[src/rtl/dsm_mash_serial.sv]
// -----------------------------------------------------------------------------
// dsm_mash_serial
// Serially programmed MASH delta-sigma modulator for the frac-N divider control
// path. All logic runs on clk_dsm. The serial port (sclk/sdata/en) is
// oversampled: each line passes a synchroniser chain, and edges are detected on
// the synchronised copies, so sclk is never used as a clock.
//
// A frame is WIDTH+2 bits, MSB first: order[1:0] then the fractional word.
// A frame of any other length is dropped and flags frm_err.
// order 0 = idle (dout = 0), 1 = MASH 1, 2 = MASH 1-1, 3 = MASH 1-1-1.
//
// Parameters:
//   WIDTH       : fractional word / accumulator width (4..24)
//   SYNC_STAGES : synchroniser depth on sclk, sdata, en (2..3)
//
// Ports:
//   clk_dsm : modulator and interface clock
//   rst     : asynchronous active-high reset
//   sclk    : serial bit clock (sampled)
//   sdata   : serial data, valid at the sclk rising edge
//   en      : frame enable, the falling edge ends the frame
//   dout    : signed modulator output, -3..+4, one cycle after the carries
//   cfg_ok  : one-cycle pulse when a frame is committed
//   frm_err : sticky bad-length flag, cleared by the next good commit
//
// Optional feature (macro DSM_DITHER_EN): a 15-bit LFSR (x^15+x^14+1, seed 1)
// injects its bit 0 as carry-in to stage 1 while order is 3.
// -----------------------------------------------------------------------------
module dsm_mash_serial #(
  parameter int WIDTH       = 9,
  parameter int SYNC_STAGES = 2
) (
  input  logic              clk_dsm,
  input  logic              rst,
  input  logic              sclk,
  input  logic              sdata,
  input  logic              en,
  output logic signed [3:0] dout,
  output logic              cfg_ok,
  output logic              frm_err
);

  localparam int FRAME_BITS = WIDTH + 2;
  localparam int CNT_W      = $clog2(WIDTH + 4);
  localparam logic [CNT_W-1:0] CNT_FULL = CNT_W'(FRAME_BITS);
  localparam logic [CNT_W-1:0] CNT_SAT  = CNT_W'(WIDTH + 3);

  // ---------------------------------------------------------------------------
  // Input synchronisers: bit 2 = sclk, bit 1 = sdata, bit 0 = en
  // ---------------------------------------------------------------------------
  genvar gi;
  generate
    for (gi = 0; gi < SYNC_STAGES; gi++) begin : g_sync
      logic [2:0] q;
      if (gi == 0) begin : g_first
        always_ff @(posedge clk_dsm or posedge rst) begin
          if (rst) q <= '0;
          else     q <= {sclk, sdata, en};
        end
      end else begin : g_next
        always_ff @(posedge clk_dsm or posedge rst) begin
          if (rst) q <= '0;
          else     q <= g_sync[gi-1].q;
        end
      end
    end
  endgenerate

  logic sclk_s, sdata_s, en_s;
  assign {sclk_s, sdata_s, en_s} = g_sync[SYNC_STAGES-1].q;

  logic sclk_d_reg, en_d_reg;
  logic sclk_rise, en_rise, en_fall, shift_en;

  assign sclk_rise = sclk_s & ~sclk_d_reg;
  assign en_rise   = en_s & ~en_d_reg;
  assign en_fall   = ~en_s & en_d_reg;
  // A bit clocked in on the very cycle en drops still belongs to the frame.
  assign shift_en  = sclk_rise & (en_s | en_fall);

  // ---------------------------------------------------------------------------
  // Shift register, bit counter and frame-end decision
  // ---------------------------------------------------------------------------
  logic [FRAME_BITS-1:0] shift_reg, shift_next;
  logic [CNT_W-1:0]      bitcnt_reg, bitcnt_next, cnt_base;
  logic                  frame_good, frame_bad;

  always_comb begin
    shift_next  = shift_reg;
    cnt_base    = en_rise ? '0 : bitcnt_reg;
    bitcnt_next = cnt_base;
    if (shift_en) begin
      shift_next = {shift_reg[FRAME_BITS-2:0], sdata_s};
      if (cnt_base != CNT_SAT) bitcnt_next = cnt_base + CNT_W'(1);
    end
    frame_good = en_fall && (bitcnt_next == CNT_FULL);
    frame_bad  = en_fall && (bitcnt_next != CNT_FULL);
  end

  logic                  pend_reg;
  logic [FRAME_BITS-1:0] pend_frame_reg;
  logic [1:0]            pend_order;
  logic [WIDTH-1:0]      pend_word;

  assign pend_order = pend_frame_reg[FRAME_BITS-1 -: 2];
  assign pend_word  = pend_frame_reg[WIDTH-1:0];

  always_ff @(posedge clk_dsm or posedge rst) begin
    if (rst) begin
      sclk_d_reg     <= 1'b0;
      en_d_reg       <= 1'b0;
      shift_reg      <= '0;
      bitcnt_reg     <= '0;
      pend_reg       <= 1'b0;
      pend_frame_reg <= '0;
    end else begin
      sclk_d_reg <= sclk_s;
      en_d_reg   <= en_s;
      shift_reg  <= shift_next;
      bitcnt_reg <= bitcnt_next;
      if (frame_good) begin
        pend_frame_reg <= shift_next;
        pend_reg       <= 1'b1;
      end else begin
        pend_reg <= 1'b0;
      end
    end
  end

  // ---------------------------------------------------------------------------
  // Active settings and the modulator datapath
  // ---------------------------------------------------------------------------
  logic [WIDTH-1:0] di_reg;
  logic [1:0]       order_reg;
  logic [WIDTH-1:0] acc1_reg, acc2_reg, acc3_reg;
  logic [WIDTH-1:0] acc1_next, acc2_next, acc3_next;
  logic             c2d_reg, c3d_reg, c3dd_reg;
  logic             c2d_next, c3d_next, c3dd_next;
  logic             cfg_ok_reg, frm_err_reg;
  logic [3:0]       dout_reg, y;

  logic             use1, use2, use3, dither_bit;
  logic [WIDTH:0]   sum1, sum2, sum3;
  logic             c1, c2, c3;
  logic             order_change;

  assign use1 = (order_reg != 2'd0);
  assign use2 = (order_reg >= 2'd2);
  assign use3 = (order_reg == 2'd3);

`ifdef DSM_DITHER_EN
  logic [14:0] lfsr_reg;
  always_ff @(posedge clk_dsm or posedge rst) begin
    if (rst) lfsr_reg <= 15'h1;
    else     lfsr_reg <= {lfsr_reg[13:0], lfsr_reg[14] ^ lfsr_reg[13]};
  end
  assign dither_bit = use3 & lfsr_reg[0];
`else
  assign dither_bit = 1'b0;
`endif

  // Stage n+1 accumulates the fresh residue of stage n (combinational chain).
  assign sum1 = {1'b0, acc1_reg} + {1'b0, di_reg} + {{WIDTH{1'b0}}, dither_bit};
  assign sum2 = {1'b0, acc2_reg} + {1'b0, sum1[WIDTH-1:0]};
  assign sum3 = {1'b0, acc3_reg} + {1'b0, sum2[WIDTH-1:0]};

  // Unused stages contribute no carries, so their taps drain to zero.
  assign c1 = use1 & sum1[WIDTH];
  assign c2 = use2 & sum2[WIDTH];
  assign c3 = use3 & sum3[WIDTH];

  assign order_change = pend_reg && (pend_order != order_reg);

  always_comb begin
    // Noise-cancellation network; 4-bit wrap arithmetic gives the signed result.
    y = '0;
    if (use1) begin
      y = {3'b0, c1} + {3'b0, c2} - {3'b0, c2d_reg}
        + {3'b0, c3} - {2'b0, c3d_reg, 1'b0} + {3'b0, c3dd_reg};
    end

    acc1_next = use1 ? sum1[WIDTH-1:0] : acc1_reg;
    acc2_next = use2 ? sum2[WIDTH-1:0] : '0;
    acc3_next = use3 ? sum3[WIDTH-1:0] : '0;
    c2d_next  = c2;
    c3d_next  = c3;
    c3dd_next = c3d_reg;

    // A new order restarts the modulator from a clean state; a word-only
    // change keeps the accumulators so the output phase is continuous.
    if (order_change) begin
      acc1_next = '0;
      acc2_next = '0;
      acc3_next = '0;
      c2d_next  = 1'b0;
      c3d_next  = 1'b0;
      c3dd_next = 1'b0;
    end
  end

  always_ff @(posedge clk_dsm or posedge rst) begin
    if (rst) begin
      di_reg      <= '0;
      order_reg   <= 2'd0;
      acc1_reg    <= '0;
      acc2_reg    <= '0;
      acc3_reg    <= '0;
      c2d_reg     <= 1'b0;
      c3d_reg     <= 1'b0;
      c3dd_reg    <= 1'b0;
      dout_reg    <= '0;
      cfg_ok_reg  <= 1'b0;
      frm_err_reg <= 1'b0;
    end else begin
      acc1_reg   <= acc1_next;
      acc2_reg   <= acc2_next;
      acc3_reg   <= acc3_next;
      c2d_reg    <= c2d_next;
      c3d_reg    <= c3d_next;
      c3dd_reg   <= c3dd_next;
      dout_reg   <= y;
      cfg_ok_reg <= pend_reg;
      if (pend_reg) begin
        di_reg      <= pend_word;
        order_reg   <= pend_order;
        frm_err_reg <= 1'b0;
      end else if (frame_bad) begin
        frm_err_reg <= 1'b1;
      end
    end
  end

  assign dout    = dout_reg;
  assign cfg_ok  = cfg_ok_reg;
  assign frm_err = frm_err_reg;

endmodule

[config.mk]
export PLATFORM = sky130hd
export DESIGN_NAME = dsm_mash_serial
export DESIGN_NICKNAME = d
export VERILOG_FILES = /design/src/rtl/dsm_mash_serial.sv
export SDC_FILE = /design/constraint.sdc
export NUM_CORES = 1
export LEC_CHECK = 0
export BUFFER_PORTS_ARGS = -buffer_cell sky130_fd_sc_hd__buf_2
export CORE_MARGIN = 10
export CORE_UTILIZATION = 30
export DETAILED_ROUTE_END_ITERATION = 8
export GPL_TIMING_DRIVEN = 0
export PLACE_DENSITY = 0.53
export SYNTH_ARGS = -nofsm -noshare
export SYNTH_HDL_FRONTEND = slang
export SYNTH_SLANG_ARGS = --single-unit
export TNS_END_PERCENT = 100
[constraint.sdc]
create_clock -name clk_dsm -period 4.93 [get_ports clk_dsm]
set_input_delay 0.493 -clock clk_dsm [delete_from_list [all_inputs] [get_ports clk_dsm]]
set_output_delay 0.493 -clock clk_dsm [all_outputs]
set_load 0.1 [all_outputs]
[Yosys cells after proc, flatten, opt, wreduce, memory -nomap -nowiden]
Index checks and enable logic that the tools add are counted.
Operators by class
  reduce and logical (&&, ||, !) cells: 6
  shift operators: 0
  multiplexer cells: 17
  order comparisons: 1
  multiply operators: 0
  equality and inequality tests: 5
  bitwise gates (word level): 11
  add/sub/neg operators: 9
  div/mod/pow operators: 0
Operators by type and width (count)
  9-bit two-way mux: 6
  9-bit by 9-bit adder with 10-bit output: 3
  4-bit two-way mux: 4
  11-bit two-way mux: 1
  4-bit != test, second input constant: 2
  1-bit bitwise AND: 7
  1-bit two-way mux: 6
  2-bit nonzero test: 3
  3-bit by 2-bit adder with 4-bit output: 1
  4-bit by 1-bit adder with 4-bit output: 1
  4-bit by 1-bit adder with 4-bit output, second input constant: 1
  4-bit == test, second input constant: 1
  4-bit by 2-bit subtractor with 4-bit output: 1
  1-bit logical AND: 3
  1-bit inverter: 3
  2-bit by 1-bit subtractor with 3-bit output: 1
  1-bit by 1-bit adder with 2-bit output: 1
  2-bit == test, second input constant: 1
  2-bit >= comparator, second input constant: 1
  2-bit != test: 1
  1-bit OR: 1
Word-level totals
  bits in latches: 0
  ROM bits: 0
  bits in registers: 82
  memories kept: 0
  word-level logic and storage cells: 68
  memory bits (writable): 0
  input bits: 5

[Longest topological paths before layout]
Gate-level depths: netlist (run 1).
  depth after elaboration: 10
  depth in mapped cells: 24
  depth with buffers taken out: 24

[Worst setup path before layout (run 1)]
No wires, ideal clock.
  kind: register to register
  start point: register di_reg[0]
  end point: register dout_reg[2], in the netlist dout[2]
  clock period less this slack: 4.249 ns
  stages on the path, launching flop included: 24
  setup slack: 0.681 ns
  data arrival time: 4.117 ns
  path buffers: 0
  setup time: 0.132 ns
  data required time: 4.798 ns
  cells stage by stage: dfrtp_1 > ha_1 > fa_1 > a21oi_1 > o211ai_1 > a21oi_1 > xor2_1 > inv_1 > ha_1 > a21o_1 > nor3_1 > o21ai_0 > nand2_1 > o211a_1 > ha_1 > inv_1 > ha_1 > inv_1 > ha_1 > inv_1 > ha_1 > ha_1 > xor2_1 > nor2_1
On the way
  word-level cells in the longest chain between the ends: 9
Ends and longest elaborated chain
  start, declared: line 133  | logic [WIDTH-1:0] di_reg;
  start signal, assigned: line 224  | di_reg <= pend_word;
  9-bit by 9-bit adder with 10-bit output (*): line 163  | assign sum1 = {1'b0, acc1_reg} + {1'b0, di_reg} + {{WIDTH{1'b0}}, dither_bit};
  parallel branches: the longest is 4 deep, another holds 9-bit by 9-bit adder with 10-bit output
  3-bit by 2-bit adder with 4-bit output (*): line 179  | + {3'b0, c3} - {2'b0, c3d_reg, 1'b0} + {3'b0, c3dd_reg};
  4-bit by 2-bit subtractor with 4-bit output (*): line 179
  4-bit by 1-bit adder with 4-bit output (*): line 179
  4-bit two-way mux (*): line 177  | if (use1) begin
  via y[2]: line 140  | logic [3:0] dout_reg, y;
  end signal, assigned: line 221  | dout_reg <= y;
  end, declared: line 140
Mark *: on every way through the listed nets, which the timed path passes.
A chain may end at the register's enable or synchronous reset.

[Final worst setup path (run 1)]
  start point: register di_reg[1]
  end point: register dout_reg[2], in the netlist dout[2]
Same word-level chain as after synthesis.

==> summary.txt, run 1 <==
Clock tree
  – Clk root buf: clkbuf_16
  – CTS max path bufs: 2
  – CTS sink count: 82
  – Worst-Skew Late Latency: 340 ps
  – CTS tree: done
  – H-Tree Depth: 3
  – Total CTS buffers: 9
  – Clock transition at path regs: 70 ps
  – Post-CTS Setup Repair Bufs: 0

Place
  – Dpl ws: 168 ps
  – Post-DP HPWL: 6.29 mm
  – GPL Wtd Cong: 0.840
  – Port Buffers: 10
  – Area after DPL: 4770 um2

Timing
  – Final Setup Violations: 0
  – Final hold violations: 0
  – Peak Freq: 0.216 GHz
  – Worst Clk Skew: 8.54 ps
  – Relative slew slack: 59.9%
  – Final period util: 94.0%
  – Final min period: 4630 ps
  – Fin Setup TNS: 0 ps
  – Slew Viols, Final: 0
  – Worst slew pin tran: 602 ps
  – Worst setup margin: 295 ps

Flow run
  – Maximum Capacitance Violations: 0

Yosys
  – Ys async rst share: 100%
  – Yosys reg bits: 82
  – Syn nets: 447
  – Mean Syn Cell Area: 11.1 um2
  – Gate Count Post-Synth: 401
  – Ys flop type: dfrtp_1
  – Yosys top cell by area: dfrtp_1
  – EDFF count, synth: 0
  – Synth unique cells: 60
  – Synthesized cell area: 4460 um2
  – Count leader, synth: dfrtp_1
  – Sequential area share after synthesis: 46.1%
  – Top post-synthesis cells by area: dfrtp_1, ha_1, mux2_2, mux2_4, nor2_1
  – Synth warn: 0
  – Share of the synthesized area in the top cell type: 46.1%
  – Most common library cells after synthesis: dfrtp_1, ha_1, nor2_1

Die
  – Initial core utilization: 30.7%
  – Chip Height: 142 um
  – Top Ports: 11
  – Rows: 44
  – Core area: 14500 um2
  – Die area: 20100 um2
  – Die width: 142 um

Worst setup path
  – CP Max Fanout: 6
  – Cell count of the worst reg-to-reg path: 20
  – Arr. time, crit path: 4840 ps
  – R2r endpoint: dout[2]$_DFF_PP0_
  – Worst setup SP type: register
  – Crit end category: register
  – WP data required: 5130 ps
  – R2R setup slack: 300 ps
  – Crit Path Class: reg2reg
  – FF-to-FF Start: di_reg[1]$_DFFE_PP0P_

Global routing
  – Total gr overflow: 0
  – Largest net degree at the start of global routing: 71
  – Number of global-route vias before repair: 3051
  – First-pass GRT wire length: 15.2 mm
  – GR Util All Layers: 9.35%
  – Initial antenna violation count: 0

Outcome
  – Status: complete, no violations

Power and ir drop
  – Clock power share: 42.6%
  – Max VDD drop: 0.147 mV
  – Total Power: 1490 uW
  – Net load switching power: 363 uW
  – Combinational share of power: 7.1%
  – Net Sw Frac: 24.4%
  – Pleak: 0.00241 uW
  – Pwr/cell area: 292 nW/um2
  – Share of power burned in registers: 50.3%
  – Pint: 1120 uW

Min path
  – Worst min-delay path category: in2async

Cells and area
  – # diodes: 0
  – Share of cells above drive strength 1: 19.4%
  – Fin area: 5100 um2
  – Fin nets: 469
  – Area Overhead vs Synth: 14.5%

Route
  – Mean number of vias per cell: 4.87
  – Final ANT Viol Nets: 0
  – DRT iter0 DRCs: 252
  – Routed WL per cell: 14.4 um
  – Via count: 2973
  – WL final: 8.78 mm
  – Pre-antenna DRT Iters: 4
  – # DRC: 0
==> cell type report <==
type                            instances  area [um2]
Buffer                                  9        52.6
Clock buffer                           10         239
Clock inverter                          5        41.3
Fill cell                            1474        9430
Inverter                               26         100
Multi-Input combinational cell        284        2310
Sequential cell                        82        2050
Tap cell                              184         230
Timing Repair Buffer                   11        77.6
==> cells by family after synthesis <==
| logic type | count (synthesis) | synth area share, % |
|---|---|---|
| flip-flops | 82 | 46.1 |
| adder cells (fa/ha/maj) | 41 | 12.4 |
| multiplexers | 36 | 9.80 |
| buffers and inverters | 35 | 3.37 |
| XOR/XNOR | 17 | 3.34 |
| AO/OA/AOI/OAI | 75 | 12.0 |
| AND/OR/NAND/NOR | 115 | 13.1 |
==> power by group through the flow <==
stage	sequential [uW]	clock [uW]	combinational, uW
after global placement	759	0	101
final	748	634	105
after detailed placement	761	0	108
after floorplan	749	0	85.4
after global routing	753	682	119
after CTS	748	657	108
==> worst max-delay path: stages, from the launching register on <==
cell	delay, ps
dfrtp_1	420
ha_1	350
a211oi_2	270
nor2_1	100
o21a_1	210
nor2_1	120
xnor2_1	160
ha_2	350
nor2b_1	170
nor3_2	170
xnor2_1	150
ha_1	330
nand2_1	110
o21a_1	240
o31ai_4	70
nand2_1	120
a211o_1	330
fa_1	430
ha_1	200
xor2_1	140
nor2_1	50
==> placed cells by master (no fill, tap or decap), types with 2 or more instances in the layout <==
cell / n
or2_2: 2
o21ai_0: 12
a211o_1: 3
xor2_1: 5
buf_2: 10
o21a_1: 6
mux2i_1: 2
xnor2_1: 12
a21o_1: 4
a21oi_2: 4
nand2b_1: 6
nor3_1: 8
a211oi_1: 4
nand2_1: 28
ha_2: 2
a2111o_1: 2
or3_1: 3
clkinvlp_4: 2
ha_1: 33
clkinv_4: 3
nand3_1: 8
and2_1: 5
mux2_2: 24
fa_1: 4
o21bai_1: 2
dfrtp_1: 82
nor2b_1: 5
clkbuf_1: 6
nor3b_1: 2
a41oi_1: 2
a21oi_1: 17
mux2_4: 9
nor2_1: 34
clkbuf_16: 9
a21boi_0: 2
inv_1: 24
and3_1: 5
==> repair_timing <==
item                                    in CTS  in global routing
hold buffers                                 0                  0
endpoints found under the setup margin       0                  4
resized for setup                            0                 13
==> metal layers <==
metal	GRT usage (%)	share of wire (%)	routed length (um)	vias to the layer above
li1	-	-	-	1467
met1	12.4	48	4240	1463
met4	4.36	1.7	150	0
met3	1.50	2.7	237	10
met2	14.6	47	4150	33
met5	0	0	0	-
==> through the flow <==
step,util (%),instances,hold slack [ps]
global placement,32.6,595,333
floorplan,-,401,331
global route,35.1,611,72.2
CTS,34.7,611,54.4
detailed placement,32.8,596,337
finish,35.1,611,55.5
==> how the worst max path moves through the flow <==
| stage | to | from | cells past startpoint | slack, ps |
|---|---|---|---|---|
| after floorplan | dout[2]$_DFF_PP0_ | di_reg[0]$_DFFE_PP0P_ | 23 | 680 |
| final | dout[2]$_DFF_PP0_ | di_reg[1]$_DFFE_PP0P_ | 20 | 300 |
| after global placement | dout[3]$_DFF_PP0_ | di_reg[0]$_DFFE_PP0P_ | 24 | 180 |
| after detailed placement | dout[3]$_DFF_PP0_ | di_reg[0]$_DFFE_PP0P_ | 24 | 170 |
| after CTS | dout[3]$_DFF_PP0_ | di_reg[0]$_DFFE_PP0P_ | 24 | 120 |
| after global routing | dout[2]$_DFF_PP0_ | di_reg[1]$_DFFE_PP0P_ | 20 | -7 |
No activity file was read; power rests on OpenSTA's default activity.
==> run 2: changes to the inputs <==
- ABC_AREA: default -> 1
==> summary.txt, run 2 <==
Yosys
  – Syn nets: 539
  – Most common library cells after synthesis: nand2_1, dfrtp_1, inv_1
  – Count leader, synth: nand2_1
  – Synth warn: 0
  – Largest family of logic cells by synthesized area: simple AND/OR/NAND/NOR gates
  – Synth Area in XOR/XNOR: 3.31%
  – Mean Syn Cell Area: 9.14 um2
  – Yosys reg bits: 82
  – Simple-gate share of the synthesized area: 18.7%
  – Synth unique cells: 40
  – Synthesized cell area: 4500 um2
  – Synth Area in Compound Gates: 9.97%
  – Adder-cell share of the synthesized area: 12.2%
  – Gate Count Post-Synth: 493
  – Share of the synthesized area in the top cell type: 45.6%
  – Sequential area share after synthesis: 45.6%
  – Post-synthesis mux area share: 2.50%
  – Top post-synthesis cells by area: dfrtp_1, ha_1, nand2_1, inv_1, nor2_1
  – Yosys top cell by area: dfrtp_1
  – Ys flop type: dfrtp_1
  – Ys async rst share: 100%
  – EDFF count, synth: 0

Route
  – Pre-antenna DRT Iters: 4
  – Routed WL per cell: 12.2 um
  – WL final: 8.57 mm
  – Via count: 3173
  – DRT met1 WL: 4.07 mm
  – # DRC: 0
  – Met2 routed WL: 4.14 mm
  – Final ANT Viol Nets: 0
  – DRT iter0 DRCs: 152
  – Mean number of vias per cell: 4.50
  – WL met3: 225 um
  – Top sig layer: met4

Power and ir drop
  – Max VDD drop: 0.209 mV
  – Pwr/cell area: 297 nW/um2
  – Total Power: 1530 uW
  – Pleak: 0.00279 uW

Global routing
  – Initial antenna violation count: 0
  – Total gr overflow: 0
  – GR Util All Layers: 9.31%
  – Largest net degree at the start of global routing: 71
  – Number of global-route vias before repair: 3239
  – First-pass GRT wire length: 15.2 mm

Cells and area
  – Most common cell after layout, fill and taps aside: nand2_1
  – Fillers: 1518
  – Commonest cells after routing, fill and taps aside: nand2_1, dfrtp_1, inv_1
  – Share of cells above drive strength 1: 16.5%
  – # diodes: 0
  – Area Overhead vs Synth: 14.3%
  – Fin nets: 563

Die
  – Initial core utilization: 30.8%
  – Chip Height: 143 um
  – Core area: 14600 um2
  – Top Ports: 11
  – Rows: 44
  – Die area: 20300 um2
  – Die width: 143 um

Clock tree
  – Clock transition at path regs: 60 ps
  – Hold buffers post-CTS: 0
  – H-Tree Depth: 3
  – CTS sink count: 82
  – Clk root buf: clkbuf_16
  – Worst-Skew Late Latency: 350 ps
  – CTS tree: done
  – Total CTS buffers: 9
  – CTS max path bufs: 2

Timing
  – Peak Freq: 0.218 GHz
  – Relative slew slack: 67.0%
  – Worst Clk Skew: 7.71 ps
  – WHS: 58.7 ps
  – Final hold violations: 0
  – Final period util: 92.9%
  – Final min period: 4580 ps
  – Worst slew pin tran: 498 ps
  – Final Setup Violations: 0
  – Slew Viols, Final: 0

Outcome
  – Status: complete, no violations

Flow run
  – Maximum Capacitance Violations: 0

Worst setup path
  – CP max stage delay: 410 ps
  – R2R setup slack: 350 ps
  – Crit end category: register
  – FF-to-FF Start: di_reg[0]$_DFFE_PP0P_
  – Crit path from: di_reg[0]$_DFFE_PP0P_
  – Worst setup SP type: register
  – CP Max Fanout: 5
  – Cell count of the worst reg-to-reg path: 27
  – WP data required: 5180 ps
  – Crit path max-delay cell type: fa_1
  – Crit path to: dout[3]$_DFF_PP0_
  – Arr. time, crit path: 4830 ps
  – Crit Path Class: reg2reg
  – R2r endpoint: dout[3]$_DFF_PP0_

Place
  – Port Buffers: 10
  – Post-DP HPWL: 6.43 mm
  – GPL Wtd Cong: 0.833

Min path
  – Worst min-delay path category: in2async
==> run 2: worst min path at each step <==
stage / startpoint / to / cells after the start
after detailed placement: g_sync[0].q[2]$_DFF_PP0_ / g_sync[1].q[2]$_DFF_PP0_ / 0
after CTS: rst / en_d_reg$_DFF_PP0_ / 2
after global routing: rst / en_d_reg$_DFF_PP0_ / 2
final: rst / en_d_reg$_DFF_PP0_ / 2
after floorplan: g_sync[0].q[0]$_DFF_PP0_ / g_sync[1].q[0]$_DFF_PP0_ / 0
after global placement: g_sync[0].q[0]$_DFF_PP0_ / g_sync[1].q[0]$_DFF_PP0_ / 0
==> run 2: layer usage <==
| layer | vias up | global-route usage, % |
|---|---|---|
| li1 | 1620 | - |
| met1 | 1521 | 11.1 |
| met2 | 23 | 15.3 |
| met3 | 9 | 2.84 |
| met4 | 0 | 3.91 |
| met5 | - | 0 |
==> run 2: repair_timing <==
action | in CTS | in global routing
setup endpoints to repair | 0 | 3
buffers inserted | 0 | 2
resized for setup | 0 | 5
==> run 2: worst max-delay path, delay by kind of cell (launching register included) <==
kind                     cells  cell delay (ps)
AO/OA/AOI/OAI                2              270
adder cells (fa/ha/maj)      8             2210
buffers and inverters        5              300
flip-flops                   1              380
AND/OR/NAND/NOR             12             1340
==> run 2: power breakdown <==
part / total (uW) / leakage, uW / internal, uW / switching, uW
Clock: 675 / 0.000142 / 404 / 271
Combinational: 126 / 0.00154 / 45.6 / 80.1
Sequential: 729 / 0.00111 / 709 / 19.2
Total: 1530 / 0.00279 / 1160 / 370
==> run 2: final cells by class <==
class	instances	area, um2	area share, %
clock inverter	4	51.3	0.997
sequential	82	2050	39.9
clock buffer	11	243	4.72
timing repair buffer	13	92.6	1.80
buffer	7	42.5	0.827
multi-input combinational	322	2120	41.3
tap	184	230	4.47
inverter	82	310	6.03
==> run 2: per-stage QoR <==
stage          TNS (ps)  area, um2  setup WS [ps]  util, %  std cells
6_report              0       5150            350     35.1        705
5_1_grt           -2.61       5150          -2.61     35.1        705
4_1_cts               0       5110            237     34.9        703
3_5_place_dp          0       4810            267     32.9        688
3_3_place_gp          0       4780            276     32.7        687
2_1_floorplan         0       4500            769        -        493
==> run 2: cells by family after synthesis <==
group                    count (synthesis)
XOR/XNOR                                17
adder cells (fa/ha/maj)                 41
multiplexers                            10
AO/OA/AOI/OAI                           68
flip-flops                              82
AND/OR/NAND/NOR                        186
buffers and inverters                   89
==> run 3: changes to the inputs <==
--- a/config.mk
+++ b/config.mk
@@ -9,3 +9,3 @@
 export BUFFER_PORTS_ARGS = -buffer_cell sky130_fd_sc_hd__buf_2
-export CORE_MARGIN = 10
+export CORE_MARGIN = 1
 export CORE_UTILIZATION = 30
@@ -14,2 +14,3 @@
 export PLACE_DENSITY = 0.53
+export RECOVER_POWER = 50
 export SYNTH_ARGS = -nofsm -noshare
==> constraint.sdc (replaced) <==
create_clock -name clk_dsm -period 4.93 [get_ports clk_dsm]
set_input_delay 0.7395 -clock clk_dsm [delete_from_list [all_inputs] [get_ports clk_dsm]]
set_output_delay 0.7395 -clock clk_dsm [all_outputs]
set_load 0.1 [all_outputs]
==> summary.txt, run 3 (same netlist as run 2, synthesis figures left out) <==
Min path
  – Worst Hold Launch: g_sync[0].q[0]$_DFF_PP0_
  – Hold endpoint: g_sync[1].q[0]$_DFF_PP0_
  – Worst min-delay path category: reg2reg
  – Worst Hold Depth: 0

Cells and area
  – Fin nets: 561
  – Fin area: 5090 um2
  – Commonest cells after routing, fill and taps aside: nand2_1, dfrtp_1, inv_1
  – # diodes: 0
  – Share of cells above drive strength 1: 15.4%
  – Area Overhead vs Synth: 13.1%
  – Most common cell after layout, fill and taps aside: nand2_1

Worst setup path
  – Crit path max-delay cell type: fa_1
  – Cell count of the worst reg-to-reg path: 24
  – Worst path buffer plus inverter count: 1
  – CP max stage delay: 440 ps
  – CP Max Fanout: 6
  – R2r endpoint: dout[2]$_DFF_PP0_
  – Crit-path leading delay family: adder cells
  – Worst-path cell chain: ha_1 > fa_1 > nand3_1 > nand2_1 > nand2_1 > o21ai_1 > or2_2 > and2_1 > ha_2 > nand2_1 > inv_1 > o21ai_0 > nand3_2 > xor2_1 > ha_1 > nand2_1 > nor2_1 > nand3_1 > nand4_1 > nand2_1 > fa_1 > ha_1 > o21ai_0 > a21oi_1
  – FF-to-FF Start: di_reg[0]$_DFFE_PP0P_
  – Worst setup SP type: register
  – Top cell by count, worst path: nand2_1
  – Crit end category: register
  – WP data required: 5150 ps
  – Arr. time, crit path: 4780 ps
  – R2R setup slack: 370 ps
  – Crit Path Class: reg2reg

Clock tree
  – Clock transition at path regs: 60 ps
  – Hold buffers post-CTS: 0
  – H-Tree Depth: 3
  – CTS max path bufs: 2
  – Worst-Skew Late Latency: 340 ps
  – Clk root buf: clkbuf_16
  – CTS tree: done
  – Total CTS buffers: 9
  – CTS sink count: 82

Place
  – GPL Wtd Cong: 0.841
  – Dpl ws: 279 ps
  – Post-DP HPWL: 6.29 mm
  – Port Buffers: 10
  – Area after DPL: 4810 um2

Timing
  – Fin Setup TNS: 0 ps
  – Worst slew pin tran: 3030 ps
  – Worst setup margin: 375 ps
  – Slew Viols, Final: 59
  – Peak Freq: 0.220 GHz
  – Final min period: 4560 ps
  – Worst Clk Skew: 4.93 ps
  – Final hold violations: 0
  – Relative slew slack: -102%
  – Final period util: 92.4%
  – Final Setup Violations: 0
  – RSZ-0062 raised after global routing: false

Global routing
  – Total gr overflow: 0
  – Largest net degree at the start of global routing: 59
  – Initial antenna violation count: 0
  – Number of global-route vias before repair: 3177
  – First-pass GRT wire length: 14.9 mm
  – GR Util All Layers: 12.0%

Die
  – Top Ports: 11
  – Core area: 14600 um2
  – Chip Height: 125 um
  – Die width: 125 um
  – Die area: 15500 um2
  – Initial core utilization: 30.9%
  – Rows: 44

Route
  – Routed WL per cell: 11.7 um
  – WL final: 8.22 mm
  – Via count: 3138
  – Pre-antenna DRT Iters: 4
  – # DRC: 0
  – Mean number of vias per cell: 4.46
  – Final ANT Viol Nets: 0
  – DRT iter0 DRCs: 126

Power and ir drop
  – Clock power share: 44.0%
  – Pwr/cell area: 298 nW/um2
  – Combinational share of power: 8.1%
  – Pleak: 0.00276 uW
  – Max VDD drop: 0.229 mV
  – Net Sw Frac: 24.4%
  – Pint: 1150 uW
  – Share of power burned in registers: 47.9%
  – Net load switching power: 370 uW

Flow run
  – Maximum Capacitance Violations: 1

Outcome
  – Failing checks: max-capacitance violations, max-slew violations
  – Status: finished with violations
==> run 3: changes by cell type in the layout (fill, tap and decap cells not counted), sizes merged <==
cell / delta
buf: -3
clkbuf: +1
clkinvlp: +1
clkinv: +1
inv: -1
==> run 3: layout make-up <==
class	instances	area, um2
clock buffers	11	233
plain buffers	7	42.5
clock inverters	5	63.8
fillers	1472	9500
flip-flops and latches	82	2050
well taps	184	230
inverters	82	309
repair buffers	11	53.8
multi-input cells	322	2110
==> run 3: worst register-to-register path, delay by kind of cell (launching register included) <==
family	cells	cell delay [ps]
compound gates	4	390
xor+xnor	1	170
fa+ha+maj	6	2010
buf+inv	1	50
flops	1	390
simple gates	12	1440
==> run 3: per-stage QoR <==
stage / power, uW / util [%] / hold slack [ps] / instances
detailed placement: 870 / 33.0 / 341 / 688
global placement: 862 / 32.8 / 333 / 687
global route: 1590 / 34.9 / 364 / 704
floorplan: 838 / - / 331 / 493
finish: 1520 / 34.9 / 352 / 704
CTS: 1560 / 35.0 / 356 / 704
==> run 3: worst max-delay path by stage <==
stage	from	end	slack (ps)	cells past startpoint
floorplan	di_reg[0]$_DFFE_PP0P_	dout[2]$_DFF_PP0_	770	24
global placement	di_reg[0]$_DFFE_PP0P_	dout[2]$_DFF_PP0_	280	24
detailed placement	di_reg[0]$_DFFE_PP0P_	dout[2]$_DFF_PP0_	280	24
CTS	di_reg[0]$_DFFE_PP0P_	dout[2]$_DFF_PP0_	260	24
global route	di_reg[0]$_DFFE_PP0P_	dout[2]$_DFF_PP0_	20	24
finish	di_reg[0]$_DFFE_PP0P_	dout[2]$_DFF_PP0_	370	24
==> run 3: power groups by stage <==
stage          clock network (uW)  registers (uW)  logic [uW]
6_report                      669             728         122
5_1_grt                       719             732         143
4_1_cts                       697             729         130
3_5_place_dp                    0             741         129
3_3_place_gp                    0             739         123
2_1_floorplan                   0             740        99.0
==> run 3: layer usage <==
layer  part of all wire [%]  up-vias  routed length, um  GRT usage (%)
li1                       -     1621                  -              -
met1                     47     1490               3820           14.3
met2                     49       22               4060           20.5
met3                    3.0        5                246           3.91
met4                    1.1        0                 90           3.54
met5                      0        -                  0              0
==> run 3: repair_timing <==
action	4_1_cts	5_1_grt
setup buffers	0	0
gates resized for setup	0	2
endpoints found under the setup margin	0	2
